<file path="src/rtl/systolic_skew_feeder_pkg.sv">
// Shared state encoding, default geometry and lane-slice helper for the
// systolic edge feeders, the PE array top and the PEs.
package systolic_skew_feeder_pkg;

  typedef enum logic [1:0] {
    LOAD = 2'd0,
    FULL = 2'd1,
    RUN  = 2'd2
  } feed_state_t;

  localparam int DEF_DATA_WIDTH = 32;
  localparam int DEF_LANES      = 4;
  localparam int DEF_DEPTH      = 4;

  // LSB of a lane's element inside a packed LANES*width vector.
  function automatic int lane_lsb(input int lane, input int width);
    return lane * width;
  endfunction

endpackage

</file>
<file path="src/rtl/systolic_skew_feeder_feed_buffer.sv">
// Tile register file: one write port for whole vectors, and one read port per
// lane so every lane can fetch its own (skewed) row in the same cycle.
module feed_buffer
  import systolic_skew_feeder_pkg::*;
#(
  parameter int DATA_WIDTH = DEF_DATA_WIDTH,
  parameter int LANES      = DEF_LANES,
  parameter int DEPTH      = DEF_DEPTH,
  parameter int ADDR_W     = (DEPTH > 1) ? $clog2(DEPTH) : 1
) (
  input  logic                        clk,
  input  logic                        we,
  input  logic [ADDR_W-1:0]           waddr,
  input  logic [LANES*DATA_WIDTH-1:0] wdata,
  input  logic [LANES*ADDR_W-1:0]     raddr,
  output logic [LANES*DATA_WIDTH-1:0] rdata
);

  logic [LANES*DATA_WIDTH-1:0] mem [DEPTH];

  always_ff @(posedge clk) begin
    if (we) begin
      mem[waddr] <= wdata;
    end
  end

  generate
    for (genvar gi = 0; gi < LANES; gi++) begin : g_rd
      assign rdata[lane_lsb(gi, DATA_WIDTH) +: DATA_WIDTH] =
        mem[raddr[gi*ADDR_W +: ADDR_W]][lane_lsb(gi, DATA_WIDTH) +: DATA_WIDTH];
    end
  endgenerate

endmodule

</file>
<file path="src/rtl/systolic_skew_feeder.sv">
// Edge feeder: buffers a DEPTH-vector tile, then replays it with lane i
// delayed i cycles so the PE array sees a diagonal wavefront without stalls.
module systolic_skew_feeder
  import systolic_skew_feeder_pkg::*;
#(
  parameter int DATA_WIDTH = DEF_DATA_WIDTH,
  parameter int LANES      = DEF_LANES,
  parameter int DEPTH      = DEF_DEPTH
) (
  input  logic                        clk,
  input  logic                        rst,
  input  logic                        in_valid,
  output logic                        in_ready,
  input  logic [LANES*DATA_WIDTH-1:0] in_data,
  input  logic                        fire,
  output logic                        full,
  output logic [LANES*DATA_WIDTH-1:0] lane_out,
  output logic                        feed_valid,
  output logic                        done
);

  localparam int T      = DEPTH + LANES - 1;
  localparam int CNT_W  = $clog2(DEPTH + LANES);
  localparam int ADDR_W = (DEPTH > 1) ? $clog2(DEPTH) : 1;
  localparam int VW     = LANES * DATA_WIDTH;

  feed_state_t state_reg, state_next;
  logic [CNT_W-1:0] wr_cnt_reg, wr_cnt_next;
  logic [CNT_W-1:0] t_reg, t_next;
  logic accept, last_wr, last_step;
  logic [LANES*ADDR_W-1:0] raddr;
  logic [VW-1:0] rdata, lane_next;

  assign accept    = in_valid && in_ready;
  assign last_wr   = (wr_cnt_reg == CNT_W'(DEPTH - 1));
  assign last_step = (t_reg == CNT_W'(T - 1));

  always_ff @(posedge clk) begin
    if (!rst) begin
      state_reg  <= LOAD;
      wr_cnt_reg <= '0;
      t_reg      <= '0;
    end else begin
      state_reg  <= state_next;
      wr_cnt_reg <= wr_cnt_next;
      t_reg      <= t_next;
    end
  end

  always_comb begin
    state_next  = state_reg;
    wr_cnt_next = wr_cnt_reg;
    t_next      = '0;
    case (state_reg)
      LOAD: begin
        if (accept) begin
          wr_cnt_next = last_wr ? '0 : wr_cnt_reg + CNT_W'(1);
          if (last_wr) state_next = FULL;
        end
      end
      FULL: begin
        if (fire) state_next = RUN;
      end
      RUN: begin
        if (last_step) state_next = LOAD;
        else           t_next = t_reg + CNT_W'(1);
      end
      default: state_next = LOAD;
    endcase
  end

  always_comb begin
    in_ready = 1'b0;
    full     = 1'b0;
    case (state_reg)
      LOAD:    in_ready = 1'b1;
      FULL:    full     = 1'b1;
      default: ;
    endcase
  end

  feed_buffer #(
    .DATA_WIDTH(DATA_WIDTH),
    .LANES     (LANES),
    .DEPTH     (DEPTH),
    .ADDR_W    (ADDR_W)
  ) u_buf (
    .clk  (clk),
    .we   (accept),
    .waddr(wr_cnt_reg[ADDR_W-1:0]),
    .wdata(in_data),
    .raddr(raddr),
    .rdata(rdata)
  );

  // Lane i replays row t-i; outside the tile's diagonal band it feeds zero.
  generate
    for (genvar gi = 0; gi < LANES; gi++) begin : g_lane
      logic [CNT_W-1:0] row;
      logic hit;
      assign row = t_reg - CNT_W'(gi);
      assign hit = (t_reg >= CNT_W'(gi)) && (row < CNT_W'(DEPTH));
      assign raddr[gi*ADDR_W +: ADDR_W] = row[ADDR_W-1:0];
      assign lane_next[lane_lsb(gi, DATA_WIDTH) +: DATA_WIDTH] =
        hit ? rdata[lane_lsb(gi, DATA_WIDTH) +: DATA_WIDTH] : '0;
    end
  endgenerate

  always_ff @(posedge clk) begin
    if (!rst) begin
      lane_out   <= '0;
      feed_valid <= 1'b0;
      done       <= 1'b0;
    end else if (state_reg == RUN) begin
      lane_out   <= lane_next;
      feed_valid <= 1'b1;
      done       <= last_step;
    end else begin
      lane_out   <= '0;
      feed_valid <= 1'b0;
      done       <= 1'b0;
    end
  end

endmodule

</file>
<file path="config.mk">
export PLATFORM = sky130hd
export DESIGN_NAME = systolic_skew_feeder
export DESIGN_NICKNAME = d
export VERILOG_FILES = /design/src/rtl/systolic_skew_feeder_pkg.sv /design/src/rtl/systolic_skew_feeder_feed_buffer.sv /design/src/rtl/systolic_skew_feeder.sv
export SDC_FILE = /design/constraint.sdc
export NUM_CORES = 1
export LEC_CHECK = 0
export ABC_AREA = 1
export CORE_ASPECT_RATIO = 1.1
export CORE_UTILIZATION = 61
export DETAILED_ROUTE_END_ITERATION = 8
export HOLD_SLACK_MARGIN = 0.03
export PLACE_DENSITY_LB_ADDON = 0.2
export SYNTH_ARGS = -nofsm -noshare
export SYNTH_HDL_FRONTEND = slang
export SYNTH_HIERARCHICAL = 1
export SYNTH_SLANG_ARGS = --single-unit
export TNS_END_PERCENT = 30
</file>
<file path="constraint.sdc">
create_clock -name clk -period 21.1 [get_ports clk]
set_input_delay 6.33 -clock clk [delete_from_list [all_inputs] [get_ports clk]]
set_output_delay 6.33 -clock clk [all_outputs]
set_load 0.01 [all_outputs]
</file>
=== Word level (Yosys, flattened, before mapping) ===
Memory sizes are Yosys's and may differ from the RTL's. A register that Yosys moved wholly into a read port is not among the register bits.
Index checks and enable logic that the tools add are counted.

* Flip-flop bits (word level): 10
* Bits in writable memories: 512
* Input port bits: 132
* Output and inout bits: 132
* Word-level logic and storage cells: 58
* Memories kept: 1

{| class="wikitable"
|+ Memory list
! memory !! depth !! width !! rd ports !! clocked after memory_dff !! wr ports !! line !! text
|-
| u_buf.mem || 4 || 128 || 4 || 4 || 1 || systolic_skew_feeder_feed_buffer.sv:19 || <nowiki>logic [LANES*DATA_WIDTH-1:0] mem [DEPTH];</nowiki>
|}

* Add/subtract/negate cells: 5
* $lt $le $gt $ge: 8
* Equality and inequality tests: 8
* Multiplexer cells: 11
* Bitwise operators: 2
* Reductions and logical operators: 18

{| class="wikitable"
|+ Operators with widths
! cell !! number
|-
| 3-bit < comparator (second input constant) || 4
|-
| 3-bit AND reduction || 4
|-
| 2-bit 2-to-1 mux || 4
|-
| 2-bit != test (second input constant) || 4
|-
| 3-bit by 1-bit adder with 3-bit output (second input constant) || 2
|-
| 3-bit by 1-bit >= comparator with 1-bit output (second input constant) || 2
|-
| 3-bit by 2-bit >= comparator with 1-bit output (second input constant) || 2
|-
| 2-bit one-hot mux with 3 select lines || 1
|-
| 3-bit by 2-bit subtractor with 3-bit output (second input constant) || 2
|-
| 1-bit logical AND || 5
|-
| 1-bit 2-to-1 mux || 5
|-
| 1-bit zero test || 4
|-
| 2-bit AND reduction || 2
|-
| 4-bit AND reduction || 1
|-
| 3-bit by 2-bit equality test with 1-bit output (second input constant) || 1
|-
| 3-bit equality test (second input constant) || 1
|-
| 3-bit 2-to-1 mux || 1
|-
| 3-bit OR reduction || 1
|-
| 3-bit by 1-bit subtractor with 3-bit output (second input constant) || 1
|-
| 2-bit by 1-bit equality test with 1-bit output (second input constant) || 1
|-
| 2-bit equality test (second input constant) || 1
|-
| 2-bit zero test || 1
|-
| 1-bit NOT || 2
|}

=== Longest topological paths before layout ===
Gate-level depths: netlist (run 1).

* Word-level depth: 5
* Depth in mapped cells: 10
* Depth with buffers taken out: 8

=== By module ===
The synthesis (run 1) kept the hierarchy.

{| class="wikitable"
|+ By module, submodules not included
! module !! times used !! cells an instance !! area each (µm²) !! sequential area each (µm²)
|-
| feed_buffer || 1 || 2015 || 21657.0 || 15374.7
|-
| systolic_skew_feeder || 1 || 466 || 4140.2 || 2762.6
|}

=== Worst setup path after synthesis (run 1) ===
Ideal clock, no wire load.

* Path type: input-to-reg
* Start: input in_valid
* End: memory u_buf/mem[0][0] in the netlist's numbering (enable)
* Library setup time: 0.773 ns
* Arrival time: 15.235 ns
* Data required time: 20.327 ns
* Path slack: 5.092 ns
* Stages on the path: 4
* Buffers on the path: 0
* Cell sequence: inv_1 nor2_1 inv_1 nor3_1

* Cells in the longest elaborated chain, start to end: 3

{| class="wikitable"
|+ Ends and longest elaborated chain
! item !! line !! text
|-
| start: declaration || systolic_skew_feeder.sv:12 || <nowiki>input logic in_valid,</nowiki>
|-
| 1-bit logical AND || systolic_skew_feeder.sv:34 || <nowiki>assign accept = in_valid && in_ready;</nowiki>
|-
| via accept || systolic_skew_feeder.sv:30 || <nowiki>logic accept, last_wr, last_step;</nowiki>
|-
| 1-bit 2-to-1 mux || systolic_skew_feeder_feed_buffer.sv:22 || <nowiki>if (we) begin</nowiki>
|-
| 1-bit 2-to-1 mux (not written as such) || systolic_skew_feeder_feed_buffer.sv:23 || <nowiki>mem[waddr] <= wdata;</nowiki>
|-
| end: declaration || systolic_skew_feeder_feed_buffer.sv:19 ||
|}

The timed path passes the listed nets, and every way through them passes these cells.

=== Worst setup path in the final report (run 1) ===
* Start: input in_valid
* End: memory u_buf/mem[1][108] in the netlist's numbering (enable)

Same word-level chain as after synthesis.

==> out/qor.yml, run 1 <==
num_vias: 16600
drive_gt1_frac: 0.0461
r2r_end: "lane_out[61]"
holdPathEnd: "wr_cnt_reg[2]"
hold_buffers: 0
fp.coreArea_sq_um: 41500
hold_path_depth: 3
synth_seq_cells: 650
first_pass_iters: 6
core.rowCount: 78
clk_latency_ps: 610
min_path_type: "reg -> reg"
drv_slew: 0
setup_viol: 0
worstReg2RegStart: "t_reg[0]"
worstPathArrival_ps: 9150
hpwl_mm: 29.1
drc: 0
drt_iter0_markers: 1264
top_regs: "u_buf/mem x512, lane_out x128"
cts.sinks: 650
synthArstFlopShare: 0
syn_area_sq_um: 25800
ys_types: 20
htree_levels: 2
relSlewSlack: 0.211
yosysSeqAreaShare: 0.703
wl_mm: 52.9
cts_buffers: 60
synthTopCellsByArea: "edfxtp_1 60%, dfxtp_1 11%, inv_1 9.6%"
path_clk_slew_ps: 60
required_ps: 21320
avgSynthCellArea_sq_um: 10.4
layout.nets: 2867
endpoint_kind: "register"
rr_worst_depth: 11
yosys_warnings: 6
die_area_sq_um: 43100
start_kind: "input port"
pin_count: 264
tritoncts: "built"
syn_nets: 2619
hold_viol: 0
largest_register: "u_buf/mem"
max_clock_freq_mhz: 112
grt_max_degree: 129
post-route-util: 0.740
synth_xor_area_frac: 0.000679
route.antenna.remaining_nets: 0
post_cts_resized: 0
wire_per_inst_um: 15.8
p_total_uw: 2650
seqPwrFrac: 0.544
fin_crit_ps: 8930
port_buffers: 263
grt_use_total: 0.247
initial_core_util: 0.622
power_density_nw_per_um2: 86.4
finClkSkew_ps: 11.1
fin_crit_sh: 0.423
p_int_uw: 2130
sw_frac_of_total: 0.198
fp.dieH_um: 218
place.gp.congestion: 0.751
synth_top_family_by_area: "simple AND/OR/NAND/NOR gates"
p_leak_uw: 0.0140
fin_tns_setup_ps: 0
clk_path_buf_depth: 3
synth_ff_type: "edfxtp_1"
critPathKind: "in -> reg"
fillers: 2670
netlist_top_cells_count: "661 x inv_1, 654 x nand2_1, 512 x edfxtp_1, 258 x nand3_1, 139 x nor2_1"
synth_compound_gate_area_share: 0.000679
worst_pin_slew_ps: 1180
p_clk_frac: 0.415
viasPerCell: 4.95
largest_reg_flops: 512
rrSetupSlack_ps: 17950
synthAdderAreaFrac: 0.00291
yosys.area_share.simple: 0.169
p_comb_frac: 0.042
muxShareOfSynthArea: 0
grt_first_pass_wirelength_mm: 81.3
post_cts_buffers: 0
switchingPower_uw: 526
rsz0062_at_grt: "no"
antenna_found_initial: 5
status: "finished clean"
drv_cap: 0
yosysTopAreaCellShare: 0.596
gr-total-overflow: 0
cp_max_fo: 67
area_delta_synth_final_pct: 19.0
synth_area_leader_cell: "edfxtp_1"
root_buffer: "clkbuf_16"
synth_edf_count: 512
synth.most_common_cell: "inv_1"
syn_inst: 2481
grt_pass1_vias: 16400
vdd_ir_drop_max_mv: 0.0771
die_x_um: 198
hold_start: "wr_cnt_reg[2]"
[stage by stage]
step	cells	worst slack (ps)	hold WS, ps	instance area, sq um
after floorplan	2481	5090	508	25800
after global placement	3227	11590	529	28600
after detailed placement	3227	11570	535	28600
after CTS	3339	12200	547	30700
after global routing	3342	11990	581	30700
final	3343	12170	552	30700
[power by group through the flow]
stage	sequential, uW	combinational [uW]	clock (uW)
finish	1440	111	1100
global route	1450	123	1160
CTS	1440	111	1120
detailed placement	1470	110	0
global placement	1470	106	0
floorplan	1480	52.8	0
[logic make-up after synthesis]
| kind of cell | after synthesis |
|---|---|
| AO/OA/AOI/OAI | 3 |
| buffers and inverters | 758 |
| AND/OR/NAND/NOR | 1062 |
| XOR/XNOR | 2 |
| flip-flops | 650 |
| adder cells (fa/ha/maj) | 6 |
[worst max path at each step]
stage                  start                end  slack [ps]  cells after the start
floorplan           in_valid    u_buf/mem[0][0]        5090                      4
global placement    in_valid  u_buf/mem[1][112]       11590                      7
detailed placement  in_valid  u_buf/mem[1][111]       11570                      7
CTS                 in_valid  u_buf/mem[1][108]       12200                      7
global route        in_valid  u_buf/mem[1][111]       11990                      7
finish              in_valid  u_buf/mem[1][108]       12170                      7
[placed cells by master (no fill, tap or decap)]
cell type	n
edfxtp_1	512
ha_1	6
o21bai_1	1
clkinv_1	6
buf_4	12
a21oi_1	1
xor2_1	1
bufinv_16	3
nand3_4	1
nor2_8	1
clkbuf_16	67
nor3_2	4
clkinv_4	2
nor2_1	139
nand2_2	4
clkbuf_8	13
o21ai_0	1
inv_6	1
diode_2	4
clkbuf_1	10
clkinv_2	9
nand3_1	258
dfxtp_4	1
dfxtp_1	137
clkdlybuf4s50_1	263
xnor2_1	1
clkinvlp_4	1
nor3_1	1
inv_1	660
inv_4	1
inv_2	5
buf_12	3
nand2_1	654
[layer usage]
metal	part of all wire	GRT usage	vias up
li1	-	-	8058
met1	0.40	0.303	7883
met2	0.51	0.438	532
met3	0.072	0.0431	82
met4	0.021	0.0840	4
met5	0.00061	0	-
[final cells by class]
cell class	count	area, sq um	share of cell area
Tap cell	560	701	0.0228
Multi-Input combinational cell	1073	4490	0.146
Clock inverter	22	191	0.00623
Antenna cell	4	10.0	0.000326
Clock buffer	90	1890	0.0616
Inverter	666	2500	0.0815
Timing Repair Buffer	278	2780	0.0906
Sequential cell	650	18100	0.591
[worst max-delay path, cell delays in order]
cell and delay (ps):
clkdlybuf4s50_1 520, inv_1 50, nor2_1 200, inv_1 150, nor3_2 130, buf_4 810
buf_4 890
No activity file was read; power rests on OpenSTA's default activity.
==> run 2, diff against run 1 <==
--- a/config.mk
+++ b/config.mk
@@ -7,7 +7,7 @@
 export LEC_CHECK = 0
 export ABC_AREA = 1
 export CORE_ASPECT_RATIO = 1.1
-export CORE_UTILIZATION = 61
+export CORE_UTILIZATION = 57
 export DETAILED_ROUTE_END_ITERATION = 8
 export HOLD_SLACK_MARGIN = 0.03
 export PLACE_DENSITY_LB_ADDON = 0.2
==> constraint.sdc (replaced) <==
create_clock -name clk -period 8.28 [get_ports clk]
set_input_delay 2.484 -clock clk [delete_from_list [all_inputs] [get_ports clk]]
set_output_delay 2.484 -clock clk [all_outputs]
set_load 0.01 [all_outputs]
==> out/qor.yml, run 2 (synthesis results as in run 1) <==
wl_met1_mm: 21.2
worstPathArrival_ps: 1730
rsz0062_at_grt: "no"
worstReg2RegStart: "t_reg[0]"
place.gp.congestion: 0.734
wl_met2_mm: 26.1
drv_slew: 0
hpwl_mm: 28.6
placed_area_sq_um: 28600
start_kind: "register"
post_cts_resized: 0
wl_mm: 51.8
fin_crit_sh: 0.509
grt_max_degree: 129
layout_commonest_cell: "inv_1"
endpoint_kind: "output port"
finClkSkew_ps: 21.5
critPathLaunch: "state_reg[0]"
initial_core_util: 0.579
fp.coreArea_sq_um: 44600
crit_end: "full"
min_path_type: "reg -> reg"
worst_pin_slew_ps: 1140
fin_crit_ps: 4220
placed_cells_incl_taps: 3247
area_delta_synth_final_pct: 18.7
first_pass_iters: 5
cts.sinks: 650
gr-total-overflow: 0
grt_first_pass_wirelength_mm: 80.9
fillers: 3226
rr_worst_depth: 11
p_leak_uw: 0.0139
core.rowCount: 81
hold_viol: 0
largest_register: "u_buf/mem"
die_area_sq_um: 46100
drive_gt1_frac: 0.0432
path_clk_slew_ps: 60
cp_num_cells: 3
cp_max_fo: 3
die_x_um: 205
setup_viol: 0
critPathTopFamily: "buffers and inverters"
fin_tns_setup_ps: 0
required_ps: 5800
tritoncts: "built"
pin_count: 264
relSlewSlack: 0.238
r2r_end: "lane_out[58]"
mostFrequentLayoutCells: "660 x inv_1, 654 x nand2_1, 512 x edfxtp_1"
slowest_delay_ps: 560
vdd_ir_drop_max_mv: 0.172
clk_latency_ps: 630
top_regs: "u_buf/mem x512, lane_out x128"
hold_buffers: 0
final_area_sq_um: 30600
hold_ws_ps: 550
status: "finished clean"
post-route-util: 0.687
viasPerCell: 4.84
cp_cell_sequence: "inv_1, nor2_1, clkdlybuf4s50_1"
clk_path_buf_depth: 3
drt_iter0_markers: 1132
cts_buffers: 60
largest_reg_flops: 512
path_buf_inv: 2
post_cts_buffers: 0
grt_use_total: 0.228
route.antenna.remaining_nets: 0
hold_start: "wr_cnt_reg[2]"
max_clock_freq_mhz: 237
route.met3.wl_mm: 2.91
drv_cap: 0
htree_levels: 2
fp.dieH_um: 225
wire_per_inst_um: 15.4
num_vias: 16300
layout.nets: 2866
rrSetupSlack_ps: 4700
antenna_found_initial: 6
routed.top_layer: "met5"
grt_pass1_vias: 16100
critPathSlowestCell: "clkdlybuf4s50_1"
root_buffer: "clkbuf_16"
final_cells: 3363
critPathKind: "reg -> out"
power_density_nw_per_um2: 218
drc: 0
port_buffers: 263
-- run 2: worst min path at each step --
stage | endpoint | slack [ps] | cells after the start
floorplan | wr_cnt_reg[1] | 510 | 2
global placement | wr_cnt_reg[2] | 530 | 3
detailed placement | wr_cnt_reg[2] | 540 | 3
CTS | wr_cnt_reg[2] | 550 | 3
global route | wr_cnt_reg[2] | 590 | 3
finish | wr_cnt_reg[2] | 550 | 3
-- run 2: final cells by class --
type / instances / area, sq um / share of cell area
diodes: 3 / 7.51 / 0.000245
well taps: 581 / 727 / 0.0237
repair buffers: 277 / 2790 / 0.0910
clock buffers: 89 / 1710 / 0.0559
inverters: 666 / 2500 / 0.0817
multi-input cells: 1073 / 4490 / 0.146
flip-flops and latches: 650 / 18100 / 0.592
clock inverters: 24 / 259 / 0.00846
-- run 2: metal layers --
layer,vias to the layer above,global-route usage
met2,441,0.394
met5,-,0
met3,90,0.0382
met1,7697,0.286
li1,8036,-
met4,4,0.0915
-- run 2: power breakdown --
group | total (uW) | internal [uW] | switching (uW)
sequential | 3680 | 3650 | 26.2
clock | 2720 | 1580 | 1140
combinational | 279 | 103 | 177
-- run 2: per-stage QoR --
| stage | total power [uW] | setup slack [ps] |
|---|---|---|
| 5_1_grt | 6890 | 3960 |
| 4_1_cts | 6720 | 4030 |
| 6_report | 6680 | 4060 |
| 2_1_floorplan | 3910 | -3880 |
| 3_5_place_dp | 4030 | 3610 |
| 3_3_place_gp | 4010 | 3580 |
-- run 2: worst min-delay path: cells and delay by family (launching register included) --
kind            cells  cell delay, ps
simple gates        1              50
compound gates      1             100
buf+inv             1              40
flops               1             330
==> patch, RTL diff (settings of run 2) <==
Encoding of `feed_state_t`: now one-hot (3 bits for 3 states).
--- a/src/rtl/systolic_skew_feeder_pkg.sv
+++ b/src/rtl/systolic_skew_feeder_pkg.sv
@@ -2,10 +2,10 @@
 // systolic edge feeders, the PE array top and the PEs.
 package systolic_skew_feeder_pkg;
 
-  typedef enum logic [1:0] {
-    LOAD = 2'd0,
-    FULL = 2'd1,
-    RUN  = 2'd2
+  typedef enum logic [2:0] {
+    LOAD = 3'b001,
+    FULL = 3'b010,
+    RUN  = 3'b100
   } feed_state_t;
 
   localparam int DEF_DATA_WIDTH = 32;
Function: no difference found for any inputs over 4 cycles, from zero or initial values and one cycle with rst low; so few cycles prove little.
==> patch against run 2 <==
Register-to-register slack gained 0.16 ns; final area up 1.1%; clock skew decreased by 0.0076 ns; worst setup slack worse by 0.14 ns; critical path depth up 2; routed wire length is 1.0% higher; sequential cell count grew 1; non-clock buffer count is the same; area after synthesis up 0.86%; via count grew 0.26%; first-iteration DRC count is 6.0% lower; die area is 0.86% higher; critical path type unchanged.
Power is not compared: it rests on default switching activity, and its combinational part moved more than twofold at a synthesized area within 25%.
==> patch: results (changes against run 2) <==
Pwr
  – Leak: 13.96 nW

Route
  – DR pass1 iterations: 5 (unchanged)
  – Met3 wire len: 3068 microns (+5.5%)
  – Top sig layer: met5
  – WL met2: 26840 microns (+2.7%)
  – Vias/cell: 4.831 (-0.12%)
  – Post-detailed-route wirelength per cell: 15.49 microns (+0.62%)
  – DRT iter0 DRCs: 1064 (-6.0%)
  – Metal-1 WL: 21210 microns (-0.20%)

Logic synthesis
  – Syn_nets: 2628 (+0.34%)
  – Most frequent cells after synthesis: 661 x inv_1, 653 x nand2_1, 512 x edfxtp_1
  – Ys Warns: 6 (unchanged)
  – Seq/Total Area, Yosys: 0.6978 (-0.005248)
  – Post-synthesis cell type count: 23 (+15%)
  – Area contributors post-synth: edfxtp_1 59%, dfxtp_1 11%, inv_1 9.5%

Min path
  – Worst min path class: register to register

Global routing
  – Tot GR Track Use: 0.2264 (-0.001845)
  – First-pass GRT wire length: 80420 microns (-0.58%)
  – Number of global-route vias before repair: 16200 (+0.50%)
  – Initial antenna violation count: 8 (+2)

Placement
  – PortBufs: 263 (unchanged)
  – Place WS: 3.457 ns (-0.1483 ns)
  – Detail Placement HPWL: 29050 microns (+1.4%)
  – Placer Congestion: 0.7574 (+3.1%)

Cells and area
  – Filler cell count: 3187 (-1.2%)
  – Final nets: 2875 (+0.31%)
  – Share of layout cells above drive strength 1: 0.05737 (+0.01419)

CTS
  – H-tree levels: 2 (unchanged)
  – Clk buf depth: 3 (unchanged)
  – Postcts setup bufs: 0 (unchanged)

STA
  – Worst clock skew: 0.01390 ns (-0.007649 ns)
  – Rel. slew slack: 0.2326 (-0.005003)

Status
  – Status: completed

Critical path
  – Critical Path AT: 1.88 ns (+0.15 ns)
## patch: worst max-delay path, stage by stage (launching register included)
cell	delay, ns
dfxtp_1	0.34
inv_1	0.07
nor2_1	0.13
nand2_1	0.09
inv_1	0.10
clkdlybuf4s50_1	0.54
## patch: worst paths after layout
check | start | endpoint | slack (ns) | cells after the start
worst min register to register | wr_cnt_reg[2] | wr_cnt_reg[2] | 0.46 | 2
worst min-delay path | wr_cnt_reg[2] | wr_cnt_reg[2] | 0.46 | 2
worst max-delay path | state_reg[1] | full | 3.92 | 5
worst max register to register | t_reg[0] | lane_out[61] | 4.86 | 11
## patch: through the flow
stage                     instance area (sq um)  utilization  std cells
after global routing                      30940       0.6907       3374
final                                     30950       0.6908       3376
after detailed placement                  28840       0.6437       3256
after CTS                                 30930       0.6905       3370
after global placement                    28840       0.6437       3256
after floorplan                           26040            -       2490
## patch: metal layers
layer | global-route usage | vias up
met2 | 0.4025 | 424
met1 | 0.2722 | 7716
met5 | 0 | -
li1 | - | 8084
met3 | 0.04242 | 79
met4 | 0.08363 | 8
## patch: logic make-up (layout without fill, tap and decap cells)
group	after synthesis	count (layout)	synth area share
xor+xnor	2	2	0.0006733
compound gates	5	5	0.0009616
buf+inv	757	1056	0.1248
other cells	0	6	0
flops	651	651	0.6978
simple gates	1069	1069	0.1729
fa+ha+maj	6	6	0.002885
## patch: layout make-up
cell class / count / area (sq um) / share of cell area
Sequential cell: 651 / 18160 / 0.5869
Inverter: 665 / 2499 / 0.08074
Multi-Input combinational cell: 1082 / 4661 / 0.1506
Tap cell: 581 / 726.9 / 0.02349
Timing Repair Buffer: 277 / 2788 / 0.09008
Antenna cell: 6 / 15.01 / 0.0004852
Clock buffer: 91 / 1854 / 0.05992
Clock inverter: 23 / 241.5 / 0.007803
## patch: report_power, final
| group | switching (mW) | internal (mW) | total (mW) |
|---|---|---|---|
| clock | 1.16 | 1.67 | 2.84 |
| sequential | 0.103 | 3.98 | 4.08 |
| combinational | 0.616 | 0.267 | 0.883 |
